===== src/rtl/video_scanline_dimmer_if.sv =====
// video_scanline_dimmer_if: video in/out bundle for the scanline dimmer
//   master: drives R/G/B and the timing inputs, receives the dimmed colour,
//           the delayed timing and line_odd
//   slave : the dimmer side of the same bundle
interface video_scanline_dimmer_if;
    logic [7:0] R, G, B;
    logic       HSync, VSync, HBlank, VBlank;
    logic [7:0] R_OUT, G_OUT, B_OUT;
    logic       HS_OUT, VS_OUT, HB_OUT, VB_OUT, line_odd;
    modport master (
        output R, G, B, HSync, VSync, HBlank, VBlank,
        input  R_OUT, G_OUT, B_OUT, HS_OUT, VS_OUT, HB_OUT, VB_OUT, line_odd
    );
    modport slave (
        input  R, G, B, HSync, VSync, HBlank, VBlank,
        output R_OUT, G_OUT, B_OUT, HS_OUT, VS_OUT, HB_OUT, VB_OUT, line_odd
    );
endinterface


===== src/rtl/video_scanline_dimmer.sv =====
// video_scanline_dimmer: two-stage pipeline that darkens alternate video lines
//   clk_vid   : video clock, rising edge
//   reset     : asynchronous active-high reset
//   ce_pix    : pixel enable, every register holds while low
//   scan_mode : dim level 0 off, 1 75%, 2 50%, 3 25%, latched on VSync leading edge
//   vid       : colour/timing in, dimmed colour/delayed timing/line_odd out
module video_scanline_dimmer #(
    parameter bit HS_ACTIVE_HIGH = 1'b1
) (
    input  logic                          clk_vid,
    input  logic                          reset,
    input  logic                          ce_pix,
    input  logic [1:0]                    scan_mode,
    video_scanline_dimmer_if.slave        vid
);
    typedef enum logic {IDLE, ACTIVE} state_t;
    typedef struct packed {
        logic [7:0] r, g, b;
        logic       hs, vs, hb, vb;
    } pix_t;
    localparam logic SYNC_IDLE = !HS_ACTIVE_HIGH;
    localparam pix_t PIX_RST = '{r: 8'd0, g: 8'd0, b: 8'd0, hs: SYNC_IDLE, vs: SYNC_IDLE, hb: 1'b1, vb: 1'b1};
    state_t     state_q, state_d;
    pix_t       s1_q, s1_d, out_q, out_d;
    logic       hs_prev_q, hs_prev_d, vs_prev_q, vs_prev_d;
    logic       line_odd_q, line_odd_d;
    logic [1:0] mode_q, mode_d;
    logic       hs_edge, vs_edge, blank, dim_en;
    function automatic logic [7:0] dim(input logic [7:0] x, input logic [1:0] m);
        return m == 2'd1 ? x - (x >> 2) : m == 2'd2 ? x >> 1 : m == 2'd3 ? x >> 2 : x;
    endfunction
    // The dim decision uses the line state as updated by this pixel's own edges,
    // so line_odd leaves the pipeline together with the pixel it governed.
    always_comb begin
        hs_edge    = s1_q.hs == HS_ACTIVE_HIGH && hs_prev_q == SYNC_IDLE;
        vs_edge    = s1_q.vs == HS_ACTIVE_HIGH && vs_prev_q == SYNC_IDLE;
        state_d    = state_q;
        mode_d     = mode_q;
        line_odd_d = line_odd_q;
        s1_d       = s1_q;
        out_d      = out_q;
        hs_prev_d  = hs_prev_q;
        vs_prev_d  = vs_prev_q;
        blank      = s1_q.hb || s1_q.vb;
        dim_en     = 1'b0;
        if (ce_pix) begin
            s1_d      = '{r: vid.R, g: vid.G, b: vid.B, hs: vid.HSync, vs: vid.VSync, hb: vid.HBlank, vb: vid.VBlank};
            hs_prev_d = s1_q.hs;
            vs_prev_d = s1_q.vs;
            if (vs_edge) begin
                state_d    = ACTIVE;
                mode_d     = scan_mode;
                line_odd_d = 1'b0;
            end else if (hs_edge) begin
                line_odd_d = !line_odd_q;
            end
            dim_en = state_d == ACTIVE && line_odd_d && mode_d != 2'd0;
            out_d  = '{r: blank ? 8'd0 : dim_en ? dim(s1_q.r, mode_d) : s1_q.r,
                       g: blank ? 8'd0 : dim_en ? dim(s1_q.g, mode_d) : s1_q.g,
                       b: blank ? 8'd0 : dim_en ? dim(s1_q.b, mode_d) : s1_q.b,
                       hs: s1_q.hs, vs: s1_q.vs, hb: s1_q.hb, vb: s1_q.vb};
        end
    end
    always_ff @(posedge clk_vid or posedge reset) begin
        if (reset) begin
            state_q    <= IDLE;
            mode_q     <= 2'd0;
            line_odd_q <= 1'b0;
            s1_q       <= PIX_RST;
            out_q      <= PIX_RST;
            hs_prev_q  <= SYNC_IDLE;
            vs_prev_q  <= SYNC_IDLE;
        end else begin
            state_q    <= state_d;
            mode_q     <= mode_d;
            line_odd_q <= line_odd_d;
            s1_q       <= s1_d;
            out_q      <= out_d;
            hs_prev_q  <= hs_prev_d;
            vs_prev_q  <= vs_prev_d;
        end
    end
    assign vid.R_OUT    = out_q.r;
    assign vid.G_OUT    = out_q.g;
    assign vid.B_OUT    = out_q.b;
    assign vid.HS_OUT   = out_q.hs;
    assign vid.VS_OUT   = out_q.vs;
    assign vid.HB_OUT   = out_q.hb;
    assign vid.VB_OUT   = out_q.vb;
    assign vid.line_odd = line_odd_q;
endmodule


===== src/flat_wrapper.sv =====
// flat-port wrapper written by rule: the top's interface ports become plain ports
module video_scanline_dimmer_flat 
#(
    parameter bit HS_ACTIVE_HIGH = 1'b1
)
  (clk_vid, reset, ce_pix, scan_mode, vid_R, vid_G, vid_B, vid_HSync, vid_VSync, vid_HBlank, vid_VBlank, vid_R_OUT, vid_G_OUT, vid_B_OUT, vid_HS_OUT, vid_VS_OUT, vid_HB_OUT, vid_VB_OUT, vid_line_odd);
  video_scanline_dimmer_if vid_i ();
  input  logic clk_vid;
  input  logic reset;
  input  logic ce_pix;
  input  logic [1:0] scan_mode;
  input wire logic [$bits(vid_i.R)-1:0] vid_R;
  input wire logic [$bits(vid_i.G)-1:0] vid_G;
  input wire logic [$bits(vid_i.B)-1:0] vid_B;
  input wire logic [$bits(vid_i.HSync)-1:0] vid_HSync;
  input wire logic [$bits(vid_i.VSync)-1:0] vid_VSync;
  input wire logic [$bits(vid_i.HBlank)-1:0] vid_HBlank;
  input wire logic [$bits(vid_i.VBlank)-1:0] vid_VBlank;
  output wire logic [$bits(vid_i.R_OUT)-1:0] vid_R_OUT;
  output wire logic [$bits(vid_i.G_OUT)-1:0] vid_G_OUT;
  output wire logic [$bits(vid_i.B_OUT)-1:0] vid_B_OUT;
  output wire logic [$bits(vid_i.HS_OUT)-1:0] vid_HS_OUT;
  output wire logic [$bits(vid_i.VS_OUT)-1:0] vid_VS_OUT;
  output wire logic [$bits(vid_i.HB_OUT)-1:0] vid_HB_OUT;
  output wire logic [$bits(vid_i.VB_OUT)-1:0] vid_VB_OUT;
  output wire logic [$bits(vid_i.line_odd)-1:0] vid_line_odd;
  assign vid_i.R = vid_R;
  assign vid_i.G = vid_G;
  assign vid_i.B = vid_B;
  assign vid_i.HSync = vid_HSync;
  assign vid_i.VSync = vid_VSync;
  assign vid_i.HBlank = vid_HBlank;
  assign vid_i.VBlank = vid_VBlank;
  assign vid_R_OUT = vid_i.R_OUT;
  assign vid_G_OUT = vid_i.G_OUT;
  assign vid_B_OUT = vid_i.B_OUT;
  assign vid_HS_OUT = vid_i.HS_OUT;
  assign vid_VS_OUT = vid_i.VS_OUT;
  assign vid_HB_OUT = vid_i.HB_OUT;
  assign vid_VB_OUT = vid_i.VB_OUT;
  assign vid_line_odd = vid_i.line_odd;
  video_scanline_dimmer #(.HS_ACTIVE_HIGH(HS_ACTIVE_HIGH)) u_core (.clk_vid(clk_vid), .reset(reset), .ce_pix(ce_pix), .scan_mode(scan_mode), .vid(vid_i));
endmodule

===== config.mk =====
export PLATFORM = sky130hd
export DESIGN_NAME = video_scanline_dimmer_flat
export DESIGN_NICKNAME = d
export VERILOG_FILES = /design/src/rtl/video_scanline_dimmer_if.sv /design/src/rtl/video_scanline_dimmer.sv /design/src/flat_wrapper.sv
export SDC_FILE = /design/constraint.sdc
export NUM_CORES = 1
export LEC_CHECK = 0
export CELL_PAD_IN_SITES_DETAIL_PLACEMENT = 1
export CELL_PAD_IN_SITES_GLOBAL_PLACEMENT = 2
export CORE_UTILIZATION = 30
export DETAILED_ROUTE_END_ITERATION = 6
export HOLD_SLACK_MARGIN = 0.02
export MAX_ROUTING_LAYER = met4
export PLACE_DENSITY_LB_ADDON = 0.1
export SLEW_MARGIN = 20
export SYNTH_ARGS = -nofsm -noshare
export SYNTH_HDL_FRONTEND = slang
export SYNTH_SLANG_ARGS = --single-unit

===== constraint.sdc =====
create_clock -name clk_vid -period 6.9 [get_ports clk_vid]
set_clock_uncertainty 0.1 [all_clocks]
set_input_delay 1.38 -clock clk_vid [delete_from_list [all_inputs] [get_ports clk_vid]]
set_output_delay 1.38 -clock clk_vid [all_outputs]
set_load 0.05 [all_outputs]

==> qor.yml, run 1 <==
outcome:
  status: "finished with violations"
  violations: "design-rule violations"
detailed_routing:
  vias: 3039
  drt-pass1-iter-count: 6
  drt-total-wl_mm: 10.8
  drt_iter0_drc: 73
  drcViolationCount: 4
  antenna_violating_nets_post_route: 0
  wire_per_inst_um: 18.6
  vias_per_cell: 5.26
synth:
  yosys.cell_types.count: 47
  yosysSeqAreaShare_pct: 41.3
  yosys_warnings: 0
  synth-edff-count: 0
  synth.top_cells.by_count: "56 x dfrtp_1, 42 x o21ai_0, 39 x nand2_1"
  synth_seq_cells: 60
  yosysTopAreaCell: "dfrtp_1"
  syn_area_um2: 3650
  syn_area_per_cell_um2: 9.76
  yosysMostFrequentCell: "dfrtp_1"
  synthArstFlopShare_pct: 100
  syn_inst: 374
  synth_top_flop_cell: "dfrtp_1"
  synth.net_count: 431
  synthTopCellsByArea: "dfrtp_1 38%, ha_1 7.2%, o21ai_0 5.8%, mux2_2 5.2%, nand2_1 4.0%"
  synth.top_cell.area_share_pct: 38.4
clock_network:
  clkTransAtPathRegs_ps: 60
  cts_setup_buffers: 0
  clk_latency_ps: 330
  cts_buffers: 9
  clock_sinks: 60
  cts-hold-fix-buffers: 0
  cts_tree: "yes"
  htree_levels: 3
  cts-root-buf: "clkbuf_16"
  post_cts_resized: 0
  clockBufferDepth: 2
global_route:
  use_met2_pct: 30.4
  use_met3_pct: 3.94
  grt_pass1_vias: 3273
  met1_usage_pct: 24.6
  grt_usage_pct: 19.2
  antenna_found_initial: 0
  grt_max_degree: 61
  grt_pass1_wl_mm: 18.0
  gr-max-usage-layer: "met2"
  overflow: 0
timing:
  hold_viol: 0
  slew_headroom_pct: 35.1
  setup_ws_ps: 3030
  min_period_ps: 3870
  tightest_slew_ps: 969
  fmax_mhz: 259
  grt_setup_unrepaired: "no"
  finalMaxSlewViolations: 0
  setup_violations: 0
  tns_ps: 0
  finalCritPeriodShare_pct: 56.0
worst_hold_path:
  worstHoldEndpoint: "u_core.vid.B_OUT[7]"
  min_path_cells: 1
  holdCritPathClass: "register to register"
  min_from: "u_core.vid.B_OUT[7]"
critical_path:
  startpoint: "ce_pix"
  reg2reg_from: "u_core.vid.VS_OUT"
  startpoint_type: "input pin"
  r2r_cells: 5
  reg2reg_slack_ps: 4270
  max_stage_delay_ps: 820
  path_cells: "buf_2, buf_4, inv_2, or3_1, nor3_2, o221ai_1, nand3_1"
  cp.required_ps: 7070
  cp.arrival_ps: 4030
  reg2reg_to: "u_core.vid.R_OUT[2]"
  critPathKind: "input pin to register"
  crit_path_max_fanout: 52
  endpoint_kind: "register"
  cp_slowest_cell: "nor3_2"
layout:
  design_area_um2: 4730
  drive_gt1_share_pct: 12.6
  area_delta_synth_final_pct: 29.5
  fillers: 1308
  fin_util_pct: 40.7
  seqCellArea_um2: 1510
  multi_input_area_um2: 1990
  diodes: 0
  nets: 487
placement:
  post_dp_cell_area_um2: 4390
  portBuffers: 61
  pre_cts_ws_ps: 2610
  hpwl_mm: 7.26
  place_congestion: 0.744
floorplan:
  die_x_um: 112
  dieHeight_um: 112
  core_region_area_um2: 11600
  ios: 62
  start_util_pct: 31.4
  num_rows: 39
  dieArea_um2: 12600
flow_run:
  max_cap_violations: 0
power:
  ir_drop_v: 0.000148
  p_int_mw: 0.969
  power_density_nw_per_um2: 331
  swShare_pct: 38.0
  power_switching_mw: 0.593
  p_leak_nw: 2.03
  clkPwrFrac_pct: 32.8
  comb_power_share_pct: 37.4
  pwr-share-seq_pct: 29.8
  power_mw: 1.56
## worst max-delay path, delay by kind of cell
family,cells,cell delay (ps)
compound gates,1,260
simple gates,3,1470
buf+inv,3,890
## how the worst max path moves through the flow
stage,slack [ps],depth (start not counted),to
6_report,3030,7,u_core.vid.R_OUT[0]
5_1_grt,2800,7,u_core.vid.R_OUT[1]
4_1_cts,2930,7,u_core.vid.B_OUT[0]
3_5_place_dp,2610,7,u_core.vid.B_OUT[0]
3_3_place_gp,2700,6,u_core.vid.B_OUT[2]
2_1_floorplan,3940,1,u_core.mode_q[0]
## power by group through the flow
stage	logic (mW)	clock network, mW	registers [mW]
4_1_cts	0.593	0.529	0.467
5_1_grt	0.642	0.537	0.476
3_3_place_gp	0.584	0	0.472
2_1_floorplan	0.293	0	0.572
6_report	0.584	0.513	0.466
3_5_place_dp	0.590	0	0.472
## cell families after synthesis
kind of cell,synth area share [%]
AOI/OAI and AO/OA,25.4
and+or+nand+nor,10.7
DFF,41.3
buffers and inverters,4.83
adders and majority gates,8.84
muxes,6.07
xor gates and xnor gates,2.88
## metal layers
metal | routed length, µm | vias up
met3 | 293 | 8
met5 | 0 | -
met1 | 5090 | 1520
li1 | - | 1466
met2 | 5250 | 45
met4 | 133 | 0
## state kept, by name (all words and copies together), names as in the netlist
register	count
u_core.mode_q	2
u_core.s1_q	28
u_core.state_q	1
u_core.vid.B_OUT	8
u_core.vid.G_OUT	8
u_core.vid.HB_OUT	1
u_core.vid.HS_OUT	1
u_core.vid.R_OUT	8
u_core.vid.VB_OUT	1
u_core.vid.VS_OUT	1
u_core.vid.line_odd	1
## final cells by class
| class | instances | area share [%] |
|---|---|---|
| clock buffer | 12 | 5.64 |
| clock inverter | 4 | 1.48 |
| multi-input combinational | 271 | 42.0 |
| sequential | 60 | 31.9 |
| timing repair buffer | 64 | 13.3 |
| inverter | 24 | 1.91 |
| tap | 143 | 3.79 |
## placed cells by master, fill, tap and decap left out, drive strengths merged, types with 3 or more instances in the layout
| cell | count |
|---|---|
| o21ai | 42 |
| a2111oi | 3 |
| clkdlybuf4s50 | 60 |
| ha | 21 |
| a221o | 7 |
| or3 | 3 |
| nor3 | 6 |
| o31ai | 3 |
| o211a | 6 |
| nand2 | 39 |
| nand2b | 4 |
| a21oi | 22 |
| xnor2 | 12 |
| nor2 | 20 |
| mux2 | 17 |
| a22oi | 8 |
| a211oi | 4 |
| buf | 4 |
| fa | 3 |
| dfrtp | 56 |
| dfstp | 4 |
| clkbuf | 12 |
| o21a | 6 |
| o2bb2ai | 8 |
| inv | 24 |
| a21o | 4 |
| o211ai | 3 |
| nor2b | 4 |
| o221ai | 7 |
| a221oi | 4 |
| mux2i | 3 |
## through the flow
stage | hold slack [ps] | instances
2_1_floorplan | 349 | 374
3_3_place_gp | 390 | 562
3_5_place_dp | 381 | 562
4_1_cts | 399 | 578
5_1_grt | 411 | 578
6_report | 392 | 578
No activity file was read; power rests on OpenSTA's default activity.
==> run 2: changes to the inputs <==
Clock period 6.9 ns to 3.2 ns, I/O delays scaled along.
==> qor.yml, run 2 (synthesis results as in run 1) <==
placement:
  portBuffers: 61  # unchanged
  hpwl_mm: 7.86  # +8.2%
  place_congestion: 0.820  # +10%
  placed_cells: 574  # +2.1%
  pre_cts_ws_ps: 533  # -2070 ps
detailed_routing:
  drt-total-wl_mm: 10.9  # +1.6%
  antenna_violating_nets_post_route: 0  # unchanged
  drcViolationCount: 4  # unchanged
  vias_per_cell: 5.29  # +0.67%
  vias: 3123  # +2.8%
  drt-pass1-iter-count: 6  # unchanged
  wire_per_inst_um: 18.5  # -0.48%
  drt_iter0_drc: 94  # +29%
layout:
  layout_commonest_cell: "clkdlybuf4s50_1"
  nets: 499  # +2.5%
  area_delta_synth_final_pct: 29.8
  drive_gt1_share_pct: 13.9  # +1.2 points
  layout.cells.most_common_list: "60 x clkdlybuf4s50_1, 56 x dfrtp_1, 42 x o21ai_0, 39 x nand2_1"
  layoutNonFillerInstCount: 590  # +2.1%
  regMostFlops: "u_core.s1_q"
  largest_register_ffs: 28  # unchanged
  diodes: 0  # unchanged
clock_network:
  clk_latency_ps: 340  # about the same
  cts-root-buf: "clkbuf_16"
  clockBufferDepth: 2  # unchanged
  post_cts_resized: 0  # unchanged
  clock_sinks: 60  # unchanged
  htree_levels: 3  # unchanged
  cts_buffers: 9  # unchanged
  cts-hold-fix-buffers: 0  # unchanged
  clkTransAtPathRegs_ps: 60  # about the same
  cts_setup_buffers: 0  # unchanged
  cts_tree: "yes"
critical_path:
  r2r_cells: 9  # +4
  startpoint_type: "register"
  endpoint_kind: "register"
  reg2reg_from: "u_core.s1_q[22]"
  crit_path_max_fanout: 7  # -87%
  critPathKind: "register to register"
  worstSetupEndpoint: "u_core.vid.R_OUT[6]"
  reg2reg_to: "u_core.vid.R_OUT[6]"
  cp.required_ps: 3320  # -3750 ps
  reg2reg_slack_ps: 670  # -3600 ps
  cp.arrival_ps: 2660  # -1370 ps
  startpoint: "u_core.s1_q[22]"
global_route:
  grt_usage_pct: 19.6  # +0.44 points
  overflow: 0  # unchanged
  grt_pass1_vias: 3352  # +2.4%
  grt_pass1_wl_mm: 18.2  # +1.3%
  grt_max_degree: 52  # -15%
  antenna_found_initial: 0  # unchanged
floorplan:
  start_util_pct: 31.4  # unchanged
  core_region_area_um2: 11600  # unchanged
  dieArea_um2: 12600  # unchanged
  dieHeight_um: 112  # unchanged
  die_x_um: 112  # unchanged
  ios: 62  # unchanged
  num_rows: 39  # unchanged
power:
  p_int_mw: 1.95  # +100%
  power_density_nw_per_um2: 678  # +100%
  power_switching_mw: 1.26  # +110%
  p_leak_nw: 2.06  # +1.3%
  comb_power_share_pct: 40.7  # +3.3 points
  power_mw: 3.21  # +110%
  ir_drop_v: 0.000344  # +130%
  swShare_pct: 39.4  # +1.4 points
  pwr-share-seq_pct: 31.0  # +1.2 points
  clkPwrFrac_pct: 28.3  # -4.5 points
timing:
  min_period_ps: 2530
  tightest_slew_ps: 565  # -403 ps
  hold_viol: 0  # unchanged
  slew_headroom_pct: 62.2  # +27 points
  setup_violations: 0  # unchanged
  grt_setup_unrepaired: "no"
  tns_ps: 0  # unchanged
  setup_ws_ps: 667  # -2370 ps
  finalCritPeriodShare_pct: 79.2
  fmax_mhz: 395
  finalMaxSlewViolations: 0  # unchanged
flow_run:
  max_cap_violations: 0  # unchanged
worst_hold_path:
  min_path_cells: 1  # unchanged
  holdCritPathClass: "register to register"
outcome:
  status: "finished with violations"
  violations: "design-rule violations"
run 2: cell types whose count changed in the layout (fill, tap and decap cells not counted), sizes merged:
cell / change
bufinv: -2
clkbuf: +2
buf: +12
run 2: final cells by class:
class	count	area, µm²
clock buffers	14	264
clock inverters	2	10.0
fillers	1341	6880
inverters	24	90.1
multi-input cells	271	1970
flip-flops and latches	60	1510
well taps	143	179
repair buffers	76	718
run 2: worst min-delay path by stage:
stage                        startpoint             endpoint  slack [ps]
finish              u_core.vid.B_OUT[5]  u_core.vid.B_OUT[5]         390
global route        u_core.vid.R_OUT[5]  u_core.vid.R_OUT[5]         410
CTS                 u_core.vid.B_OUT[5]  u_core.vid.B_OUT[5]         390
detailed placement  u_core.vid.B_OUT[5]  u_core.vid.B_OUT[5]         380
global placement    u_core.vid.R_OUT[5]  u_core.vid.R_OUT[5]         370
floorplan               u_core.s1_q[20]  u_core.vid.R_OUT[0]         350
run 2: power groups by stage:
stage	Combinational [mW]	Clock [mW]	Sequential, mW
floorplan	0.631	0	1.23
global placement	1.30	0	1.01
detailed placement	1.31	0	1.01
CTS	1.32	0.940	0.998
global route	1.43	0.969	1.01
finish	1.31	0.907	0.995
run 2: routing by layer:
metal / wire (µm) / part of all wire [%] / GRT usage (%)
met1: 5350 / 49 / 25.4
met5: 0 / 0 / -
met4: 134 / 1.2 / 6.13
met3: 457 / 4.2 / 5.45
met2: 5000 / 46 / 29.9
run 2: critical path, stage by stage (launching register included):
cell and delay, ps:
dfrtp_1 490, ha_1 200, inv_1 50, fa_1 480, a211oi_1 310, o21bai_1 130, a21oi_1 190, xnor2_1 100
a221oi_1 290, o2bb2ai_1 90
run 2: through the flow:
| stage | utilization (%) | hold slack (ps) | cell area, µm² |
|---|---|---|---|
| final | 40.8 | 389 | 4740 |
| after global routing | 40.8 | 414 | 4740 |
| after CTS | 40.8 | 393 | 4740 |
| after detailed placement | 38.4 | 379 | 4460 |
| after global placement | 38.4 | 373 | 4460 |
| after floorplan | - | 349 | 3650 |
